--- config.mk ---
export PLATFORM = sky130hd
export DESIGN_NAME = ccu_pack_dispatch_ctrl_flat
export DESIGN_NICKNAME = d
export VERILOG_FILES = /design/src/rtl/ccu_pack_dispatch_ctrl_if.sv /design/src/rtl/ccu_pack_dispatch_ctrl.sv /design/src/flat_wrapper.sv
export SDC_FILE = /design/constraint.sdc
export NUM_CORES = 1
export LEC_CHECK = 0
export ABC_AREA = 1
export BUFFER_PORTS_ARGS = -buffer_cell sky130_fd_sc_hd__buf_4
export CAP_MARGIN = 25
export CORE_MARGIN = 2
export CORE_UTILIZATION = 54
export DETAILED_ROUTE_END_ITERATION = 16
export PLACE_DENSITY = 0.76
export SYNTH_ARGS = -nofsm -noshare
export SYNTH_HDL_FRONTEND = slang
export SYNTH_SLANG_ARGS = --single-unit
--- constraint.sdc ---
create_clock -name clk -period 2.05 [get_ports clk]
set_input_delay 0.205 -clock clk [delete_from_list [all_inputs] [get_ports clk]]
set_output_delay 0.205 -clock clk [all_outputs]
set_load 0.1 [all_outputs]
--- src/rtl/ccu_pack_dispatch_ctrl_if.sv ---
// Payload output stream from the CCU pack dispatcher to its NUM_DEST consumers.
interface ccu_pack_dispatch_ctrl_if #(
  parameter int unsigned NUM_DEST = 4
);
  localparam int unsigned DW = (NUM_DEST > 1) ? $clog2(NUM_DEST) : 1;

  logic [7:0]          out_data;
  logic [DW-1:0]       out_dest;
  logic                out_valid;
  logic                out_last;
  logic [NUM_DEST-1:0] out_ready;

  // Dispatcher side drives the payload, consumers drive per-destination ready.
  modport master (
    output out_data,
    output out_dest,
    output out_valid,
    output out_last,
    input  out_ready
  );

  modport slave (
    input  out_data,
    input  out_dest,
    input  out_valid,
    input  out_last,
    output out_ready
  );
endinterface

--- src/rtl/ccu_pack_dispatch_ctrl.sv ---
// Packet sequencer: routes header-announced payload bytes through a FWFT FIFO to one
// consumer, checks the XOR trailer and reports per-packet done/error status.
module ccu_pack_dispatch_ctrl #(
  parameter int unsigned NUM_DEST       = 4,
  parameter int unsigned FIFO_DEPTH     = 16,
  parameter int unsigned MAX_LENGTH     = 1024,
  parameter int unsigned TIMEOUT_CYCLES = 100000
) (
  input  logic        clk,
  input  logic        resetn,
  input  logic        hdr_valid,
  input  logic [15:0] hdr_pack_id,
  input  logic [7:0]  hdr_pack_type,
  input  logic [15:0] hdr_pack_length,
  input  logic [7:0]  recv_data,
  input  logic        recv_en,
  ccu_pack_dispatch_ctrl_if.master out_if,
  output logic        busy,
  output logic [15:0] cur_pack_id,
  output logic        int_pack_done,
  output logic        int_pack_error,
  output logic [2:0]  err_code,
  output logic [15:0] pack_count
);

  localparam int unsigned DW = (NUM_DEST > 1) ? $clog2(NUM_DEST) : 1;
  localparam int unsigned AW = $clog2(FIFO_DEPTH);
  localparam int unsigned PW = AW + 1;
  localparam int unsigned TW = $clog2(TIMEOUT_CYCLES + 1);

  localparam logic [2:0] ERR_NONE     = 3'd0;
  localparam logic [2:0] ERR_TYPE     = 3'd1;
  localparam logic [2:0] ERR_LENGTH   = 3'd2;
  localparam logic [2:0] ERR_OVERFLOW = 3'd3;
  localparam logic [2:0] ERR_CHECKSUM = 3'd4;
  localparam logic [2:0] ERR_TIMEOUT  = 3'd5;

  typedef enum logic [2:0] {
    S_IDLE,
    S_PAYLOAD,
    S_DROP,
    S_CHECKSUM,
    S_DRAIN,
    S_DONE
  } state_t;

  state_t        state;
  logic [15:0]   pack_len;
  logic [15:0]   byte_cnt;
  logic [7:0]    xor_acc;
  logic [DW-1:0] dest_q;
  logic [TW-1:0] tmo_cnt;

  logic [8:0]    fifo_mem [FIFO_DEPTH];
  logic [PW-1:0] wr_ptr;
  logic [PW-1:0] rd_ptr;
  logic [8:0]    rd_entry;

  logic fifo_empty_c;
  logic fifo_full_c;
  logic pop_c;
  logic push_req_c;
  logic push_c;
  logic ovf_c;
  logic last_byte_c;
  logic counting_c;
  logic tmo_hit_c;
  logic [15:0] len_m1_c;

  // FIFO status, handshake and per-cycle strobes derived from registered state.
  always_comb begin
    fifo_empty_c = (wr_ptr == rd_ptr);
    fifo_full_c  = (wr_ptr[AW] != rd_ptr[AW]) && (wr_ptr[AW-1:0] == rd_ptr[AW-1:0]);
    pop_c        = !fifo_empty_c && out_if.out_ready[dest_q];
    push_req_c   = recv_en && (state == S_PAYLOAD);
    // A full FIFO still accepts a push when the head leaves in the same cycle.
    push_c       = push_req_c && (!fifo_full_c || pop_c);
    ovf_c        = push_req_c && fifo_full_c && !pop_c;
    len_m1_c     = pack_len - 16'd1;
    last_byte_c  = (byte_cnt == len_m1_c);
    counting_c   = (state == S_PAYLOAD) || (state == S_DROP) || (state == S_CHECKSUM);
    tmo_hit_c    = counting_c && !recv_en && (tmo_cnt == TW'(TIMEOUT_CYCLES - 1));
    rd_entry     = fifo_mem[rd_ptr[AW-1:0]];
  end

  assign out_if.out_valid = !fifo_empty_c;
  assign out_if.out_data  = rd_entry[7:0];
  assign out_if.out_last  = rd_entry[8];
  assign out_if.out_dest  = dest_q;
  assign busy             = (state != S_IDLE);

  // Payload storage; each entry carries the byte and its end-of-packet flag.
  always_ff @(posedge clk) begin
    if (push_c) begin
      fifo_mem[wr_ptr[AW-1:0]] <= {last_byte_c, recv_data};
    end
  end

  // FIFO pointers; a timeout discards everything still queued.
  always_ff @(posedge clk) begin
    if (!resetn) begin
      wr_ptr <= '0;
      rd_ptr <= '0;
    end else if (tmo_hit_c) begin
      rd_ptr <= wr_ptr;
    end else begin
      if (push_c) wr_ptr <= wr_ptr + PW'(1);
      if (pop_c)  rd_ptr <= rd_ptr + PW'(1);
    end
  end

  // Packet sequencer: header decode, byte counting, trailer check, status reporting.
  always_ff @(posedge clk) begin
    if (!resetn) begin
      state          <= S_IDLE;
      pack_len       <= '0;
      byte_cnt       <= '0;
      xor_acc        <= '0;
      dest_q         <= '0;
      tmo_cnt        <= '0;
      cur_pack_id    <= '0;
      int_pack_done  <= 1'b0;
      int_pack_error <= 1'b0;
      err_code       <= ERR_NONE;
      pack_count     <= '0;
    end else begin
      int_pack_done  <= 1'b0;
      int_pack_error <= 1'b0;
      case (state)
        S_IDLE: begin
          if (hdr_valid) begin
            cur_pack_id <= hdr_pack_id;
            pack_len    <= hdr_pack_length;
            dest_q      <= DW'(hdr_pack_type);
            err_code    <= ERR_NONE;
            byte_cnt    <= '0;
            xor_acc     <= '0;
            tmo_cnt     <= '0;
            if (hdr_pack_length > 16'(MAX_LENGTH)) begin
              err_code <= ERR_LENGTH;
              state    <= S_DONE;
            end else if ({1'b0, hdr_pack_type} >= 9'(NUM_DEST)) begin
              err_code <= ERR_TYPE;
              // An empty bad-type packet has nothing to drop, only the trailer.
              state    <= (hdr_pack_length == 16'd0) ? S_CHECKSUM : S_DROP;
            end else if (hdr_pack_length == 16'd0) begin
              state <= S_CHECKSUM;
            end else begin
              state <= S_PAYLOAD;
            end
          end
        end

        S_PAYLOAD, S_DROP: begin
          if (recv_en) begin
            xor_acc  <= xor_acc ^ recv_data;
            byte_cnt <= byte_cnt + 16'd1;
            tmo_cnt  <= '0;
            if (ovf_c && (err_code == ERR_NONE)) err_code <= ERR_OVERFLOW;
            if (last_byte_c) state <= S_CHECKSUM;
          end else if (tmo_hit_c) begin
            // The first recorded error is the one reported.
            if (err_code == ERR_NONE) err_code <= ERR_TIMEOUT;
            state <= S_DONE;
          end else begin
            tmo_cnt <= tmo_cnt + TW'(1);
          end
        end

        S_CHECKSUM: begin
          if (recv_en) begin
            if ((recv_data != xor_acc) && (err_code == ERR_NONE)) err_code <= ERR_CHECKSUM;
            tmo_cnt <= '0;
            state   <= S_DRAIN;
          end else if (tmo_hit_c) begin
            if (err_code == ERR_NONE) err_code <= ERR_TIMEOUT;
            state <= S_DONE;
          end else begin
            tmo_cnt <= tmo_cnt + TW'(1);
          end
        end

        S_DRAIN: begin
          // Consumer stalls are tolerated indefinitely here.
          if (fifo_empty_c) state <= S_DONE;
        end

        S_DONE: begin
          int_pack_done <= 1'b1;
          if (err_code != ERR_NONE) begin
            int_pack_error <= 1'b1;
          end else begin
            pack_count <= pack_count + 16'd1;
          end
          state <= S_IDLE;
        end

        default: state <= S_IDLE;
      endcase
    end
  end

endmodule
--- src/flat_wrapper.sv ---
// flat-port wrapper written by rule: the top's interface ports become plain ports
module ccu_pack_dispatch_ctrl_flat 
#(
  parameter int unsigned NUM_DEST       = 4,
  parameter int unsigned FIFO_DEPTH     = 16,
  parameter int unsigned MAX_LENGTH     = 1024,
  parameter int unsigned TIMEOUT_CYCLES = 100000
)
  (clk, resetn, hdr_valid, hdr_pack_id, hdr_pack_type, hdr_pack_length, recv_data, recv_en, busy, cur_pack_id, int_pack_done, int_pack_error, err_code, pack_count, out_if_out_data, out_if_out_dest, out_if_out_valid, out_if_out_last, out_if_out_ready);
  ccu_pack_dispatch_ctrl_if #(.NUM_DEST(NUM_DEST)) out_if_i ();
  input  logic clk;
  input  logic resetn;
  input  logic hdr_valid;
  input  logic [15:0] hdr_pack_id;
  input  logic [7:0] hdr_pack_type;
  input  logic [15:0] hdr_pack_length;
  input  logic [7:0] recv_data;
  input  logic recv_en;
  output logic busy;
  output logic [15:0] cur_pack_id;
  output logic int_pack_done;
  output logic int_pack_error;
  output logic [2:0] err_code;
  output logic [15:0] pack_count;
  output wire logic [$bits(out_if_i.out_data)-1:0] out_if_out_data;
  output wire logic [$bits(out_if_i.out_dest)-1:0] out_if_out_dest;
  output wire logic [$bits(out_if_i.out_valid)-1:0] out_if_out_valid;
  output wire logic [$bits(out_if_i.out_last)-1:0] out_if_out_last;
  input wire logic [$bits(out_if_i.out_ready)-1:0] out_if_out_ready;
  assign out_if_out_data = out_if_i.out_data;
  assign out_if_out_dest = out_if_i.out_dest;
  assign out_if_out_valid = out_if_i.out_valid;
  assign out_if_out_last = out_if_i.out_last;
  assign out_if_i.out_ready = out_if_out_ready;
  ccu_pack_dispatch_ctrl #(.NUM_DEST(NUM_DEST), .FIFO_DEPTH(FIFO_DEPTH), .MAX_LENGTH(MAX_LENGTH), .TIMEOUT_CYCLES(TIMEOUT_CYCLES)) u_core (.clk(clk), .resetn(resetn), .hdr_valid(hdr_valid), .hdr_pack_id(hdr_pack_id), .hdr_pack_type(hdr_pack_type), .hdr_pack_length(hdr_pack_length), .recv_data(recv_data), .recv_en(recv_en), .out_if(out_if_i), .busy(busy), .cur_pack_id(cur_pack_id), .int_pack_done(int_pack_done), .int_pack_error(int_pack_error), .err_code(err_code), .pack_count(pack_count));
endmodule
# Word level (Yosys, flattened, before mapping)
# Memory sizes are Yosys's and may differ from the RTL's. A register that Yosys moved wholly into a read port is not among the register bits.
# Index checks and enable logic that the tools add are counted.
# classes
n_addsub	6
mul	0
n_div	0
order_cmp	3
n_eq_ne	18
shift	0
mux	41
bitwise_logic	3
reduce_logical	36
# op_table
operator	count
17-bit two-way mux	3
3-bit two-way mux	16
17-bit one-hot mux with 2 select lines	1
16-bit by 1-bit adder with 16-bit output (second input constant)	2
16-bit two-way mux	2
16-bit one-hot mux with 2 select lines	1
17-bit by 1-bit adder with 17-bit output (second input constant)	1
17-bit == test (second input constant)	1
16-bit == test	1
16-bit by 11-bit greater-than comparator with 1-bit output (second input constant)	1
16-bit zero test	1
8-bit two-way mux	2
8-bit one-hot mux with 2 select lines	1
16-bit by 1-bit subtractor with 16-bit output (second input constant)	1
3-bit one-hot mux with 4 select lines	1
5-bit by 1-bit adder with 5-bit output (second input constant)	2
1-bit logical AND	10
5-bit two-way mux	2
3-bit one-hot mux with 3 select lines	1
3-bit AND reduction	3
3-bit nonzero test	3
8-bit by 3-bit greater-or-equal comparator with 1-bit output (second input constant)	1
4-bit two-way mux	2
8-bit inequality test	1
other kinds (24)	47
# totals
ff_bits	109
latch_bits	0
ram_bits	144
rom_bits	0
input_bits	56
elab_cells	121
memories	1
# mem_list
name	words	width	read_ports	rd_clocked_by_memory_dff	wr	line	rtl
u_core.fifo_mem	16	9	1	1	1	ccu_pack_dispatch_ctrl.sv:54	logic [8:0] fifo_mem [FIFO_DEPTH];

# Longest topological paths before layout
# depth
depth_word	9
ltp_mapped	15
mapped_depth_nobuf	15

# Least setup slack after synthesis
# Ideal clock, no wire load.
# synth_path
path_kind	reg2reg
start	reg u_core.dest_q[0], in the netlist u_core.out_if.out_dest[0]
end	mem u_core.fifo_mem[3][0], enable pin
setup_time_ns	0.374
arrival_time_ns	2.252
path_slack_ns	-0.576
stages_incl_launch_ff	9
path_cell_list	dfxtp_1 -> o21ai_0 -> o22ai_1 -> nor2_1 -> nand3_1 -> nand2_1 -> inv_1 -> nand2_1 -> nor2_1
# synth_between
elab_chain_len	7
# synth_rtl
item	line	rtl
start, declared	ccu_pack_dispatch_ctrl.sv:51	logic [DW-1:0] dest_q;
start signal, assigned	ccu_pack_dispatch_ctrl.sv:134	dest_q <= DW'(hdr_pack_type);
1-bit binary-select mux with 2-bit select	ccu_pack_dispatch_ctrl.sv:74	pop_c = !fifo_empty_c && out_if.out_ready[dest_q];
1-bit two-way mux (not written as such)	ccu_pack_dispatch_ctrl.sv:74	
1-bit logical AND	ccu_pack_dispatch_ctrl.sv:74	
1-bit logical OR	ccu_pack_dispatch_ctrl.sv:77	push_c = push_req_c && (!fifo_full_c || pop_c);
1-bit logical AND	ccu_pack_dispatch_ctrl.sv:77	
1-bit two-way mux	ccu_pack_dispatch_ctrl.sv:94	if (push_c) begin
1-bit two-way mux (not written as such)	ccu_pack_dispatch_ctrl.sv:95	fifo_mem[wr_ptr[AW-1:0]] <= {last_byte_c, recv_data};
end, declared	ccu_pack_dispatch_ctrl.sv:54	
# No other way between the ends. The select of a mux whose other input is x is not followed.

==> results.toml <==
[timing]
fin_skew_ns = 0.0137
fin_crit_sh_pct = 114
setup_ws_ns = -0.290
hold_slack_ns = 0.0121
max_freq_mhz = 427
finalSetupViolations = 9
slew_headroom_pct = 70.1
period_needed_ns = 2.34
hold_violations = 0
slew_violations = 0
tightest_slew_ns = 0.448
rsz0062_at_grt = "true"
tns_ns = -2.33

[floorplan]
die_w_um = 151
ioPinCount = 106
core_area_um2 = 21100
initial_core_util_pct = 55.2
die_area_um2 = 22800
die_height_um = 151
rows = 53

[clock_tree]
cts_buffers = 27
cts_tree = "yes"
clk_pin_slew_ns = 0.06
clock_path_buffers = 3
htree_levels = 1
clock-sinks = 257
ctsRootBufferMaster = "clkbuf_16"
clock_latency_ns = 0.53

[logic_synthesis]
syn_nets = 1328
postSynthCellCount = 1263
yosys_most_used_dff = "edfxtp_1"
ys_seq_area_share_pct = 56.5
synth_edf_count = 144
syn_area_um2 = 11600
synthDistinctLibCells = 45
synth.avg_cell_area_um2 = 9.22
ys_ff_latch = 257
yosysWarnings = 0
synth-async-reset-ratio_pct = 0

[final_layout]
final_cell_mix = "182 x nand2_1, 144 x edfxtp_1, 143 x buf_4"
drive_above_1_share_pct = 22.7
final_cell_area_um2 = 14900
areaGrowthSynthToFinish_pct = 28.3
layout.cells.non_filler = 1752
n_antenna_cell = 0
fin_util_pct = 70.9
layout_commonest_cell = "nand2_1"
layout.nets = 1521

[routing]
wl_um = 29800
post-route-drc-count = 0
drt-initial-drc-count = 590
via_count = 9587
vias_per_cell = 5.47
drt_pass1_iterations = 5
wl_per_cell_um = 17.0
antenna_left = 0

[flow_run]
drv_cap = 0

[grt]
gr-total-overflow = 0
grt_usage_pct = 25.7
antenna_found_initial = 0
grt_pass1_vias = 9215
grt_pass1_wl_um = 46300
grt_max_degree = 47

[critical_path]
crit_slowest_cell = "dfxtp_4"
cp-end-kind = "output pin"
worstSetupPathType = "flip-flop to output pin"
rr_startpoint = "u_core.pack_len[1]"
required_ns = 1.85
r2r_end = "u_core.state[1]"
arrival_ns = 2.13
rr_worst_depth = 14
path_cells = "buf_12 -> buf_6 -> mux2i_1 -> o211ai_1 -> o211ai_1 -> nand2_2 -> buf_12"
start_kind = "flip-flop"
reg2reg_slack_ns = 0.12
cp_max_fo = 7
slowest_delay_ns = 0.35

[power_and_ir_drop]
peakVddDrop_mv = 0.969
power.total_mw = 18.1
power_leakage_nw = 5.80
powerDensity_nw_per_um2 = 1210

[placed_design]
hpwl_um = 19600
post_dp_cell_area_um2 = 13300
portBuffers = 105
place_inst = 1653
pre_cts_ws_ns = -0.0181
place_congestion = 0.905

[min_path]
hold_path_depth = 3
hold_path_class = "input pin to flip-flop"
hp-start = "hdr_pack_length[7]"
whs_endpoint = "u_core.pack_len[7]"

[run_status]
violations = "negative setup slack"
status = "finished, violations left"
-- layout make-up --
class | count | area [um2]
sequential | 257 | 6620
clock buffer | 43 | 776
clock inverter | 7 | 46.3
multi-input combinational | 819 | 4610
inverter | 143 | 537
timing repair buffer | 208 | 2020
fill | 1483 | 6140
tap | 275 | 344
-- flip-flops by register name, indices dropped and copies added (netlist names), 5 cells and up, named ones only --
name                cells
u_core.fifo_mem       144
u_core.tmo_cnt         17
u_core.byte_cnt        16
u_core.cur_pack_id     16
u_core.pack_count      16
u_core.pack_len        16
u_core.xor_acc          8
u_core.rd_ptr           5
u_core.wr_ptr           5
-- synthesized netlist by cell type, types with 5 or more instances --
cell / number / area (um2)
a21oi_1: 118 / 591
buf_1: 6 / 22.5
buf_2: 5 / 25.0
clkbuf_1: 32 / 120
dfxtp_1: 113 / 2260
edfxtp_1: 144 / 4320
ha_1: 9 / 113
inv_1: 136 / 510
mux2i_1: 36 / 360
nand2_1: 198 / 743
nand3_1: 82 / 410
nand3_2: 6 / 60.1
nand4_1: 7 / 43.8
nor2_1: 128 / 480
nor2_4: 6 / 67.6
nor3_1: 15 / 75.1
o211ai_1: 37 / 278
o21ai_0: 100 / 500
or2_2: 6 / 37.5
xnor2_1: 11 / 96.3
xor2_1: 19 / 166
-- report_power, final --
| group | switching [mW] | internal, mW |
|---|---|---|
| Clock | 1.96 | 2.59 |
| Combinational | 4.94 | 2.45 |
| Sequential | 0.327 | 5.81 |
-- cells by family (layout without fill, tap and decap cells) --
logic type | after synthesis | after routing | share of synthesized area, %
buffers and inverters | 187 | 401 | 6.11
DFF | 257 | 257 | 56.5
and+or+nand+nor | 471 | 471 | 18.1
adders and majority gates | 9 | 9 | 0.967
AOI/OAI and AO/OA | 273 | 273 | 13.0
xor gates and xnor gates | 30 | 30 | 2.26
muxes | 36 | 36 | 3.09
-- worst max path at each step --
stage / to / slack, ns
final: out_if_out_data[6] / -0.29
after global routing: out_if_out_data[6] / -0.39
after CTS: out_if_out_data[6] / -0.30
after detailed placement: u_core.state[1] / -0.02
after global placement: u_core.state[0] / 0.08
after floorplan: u_core.tmo_cnt[13] / 0.002
-- worst max-delay path: cells and delay by family, from the launching register on --
| kind | cells | cell delay (ns) |
|---|---|---|
| AOI/OAI and AO/OA | 2 | 0.57 |
| buffers and inverters | 3 | 0.44 |
| DFF | 1 | 0.35 |
| muxes | 1 | 0.11 |
| and+or+nand+nor | 1 | 0.13 |
-- routing by layer --
metal / routed length (um) / global-route usage, % / up-vias
met3: 1930 / 5.06 / 60
li1: - / - / 4695
met1: 12300 / 31.9 / 4501
met4: 707 / 6.87 / 0
met2: 14800 / 45.8 / 331
met5: 0 / 0 / -
-- what timing repair did --
| action | 4_1_cts | 5_1_grt |
|---|---|---|
| endpoints found under the setup margin | 11 | 180 |
| endpoints found under the hold margin | 32 | 0 |
| gates resized for setup | 55 | 57 |
| setup buffers | 5 | 11 |
| cloned | 1 | 0 |
| hold buffers | 32 | 0 |
| pin swaps | 19 | 24 |
(Power assumes the default switching activity.)
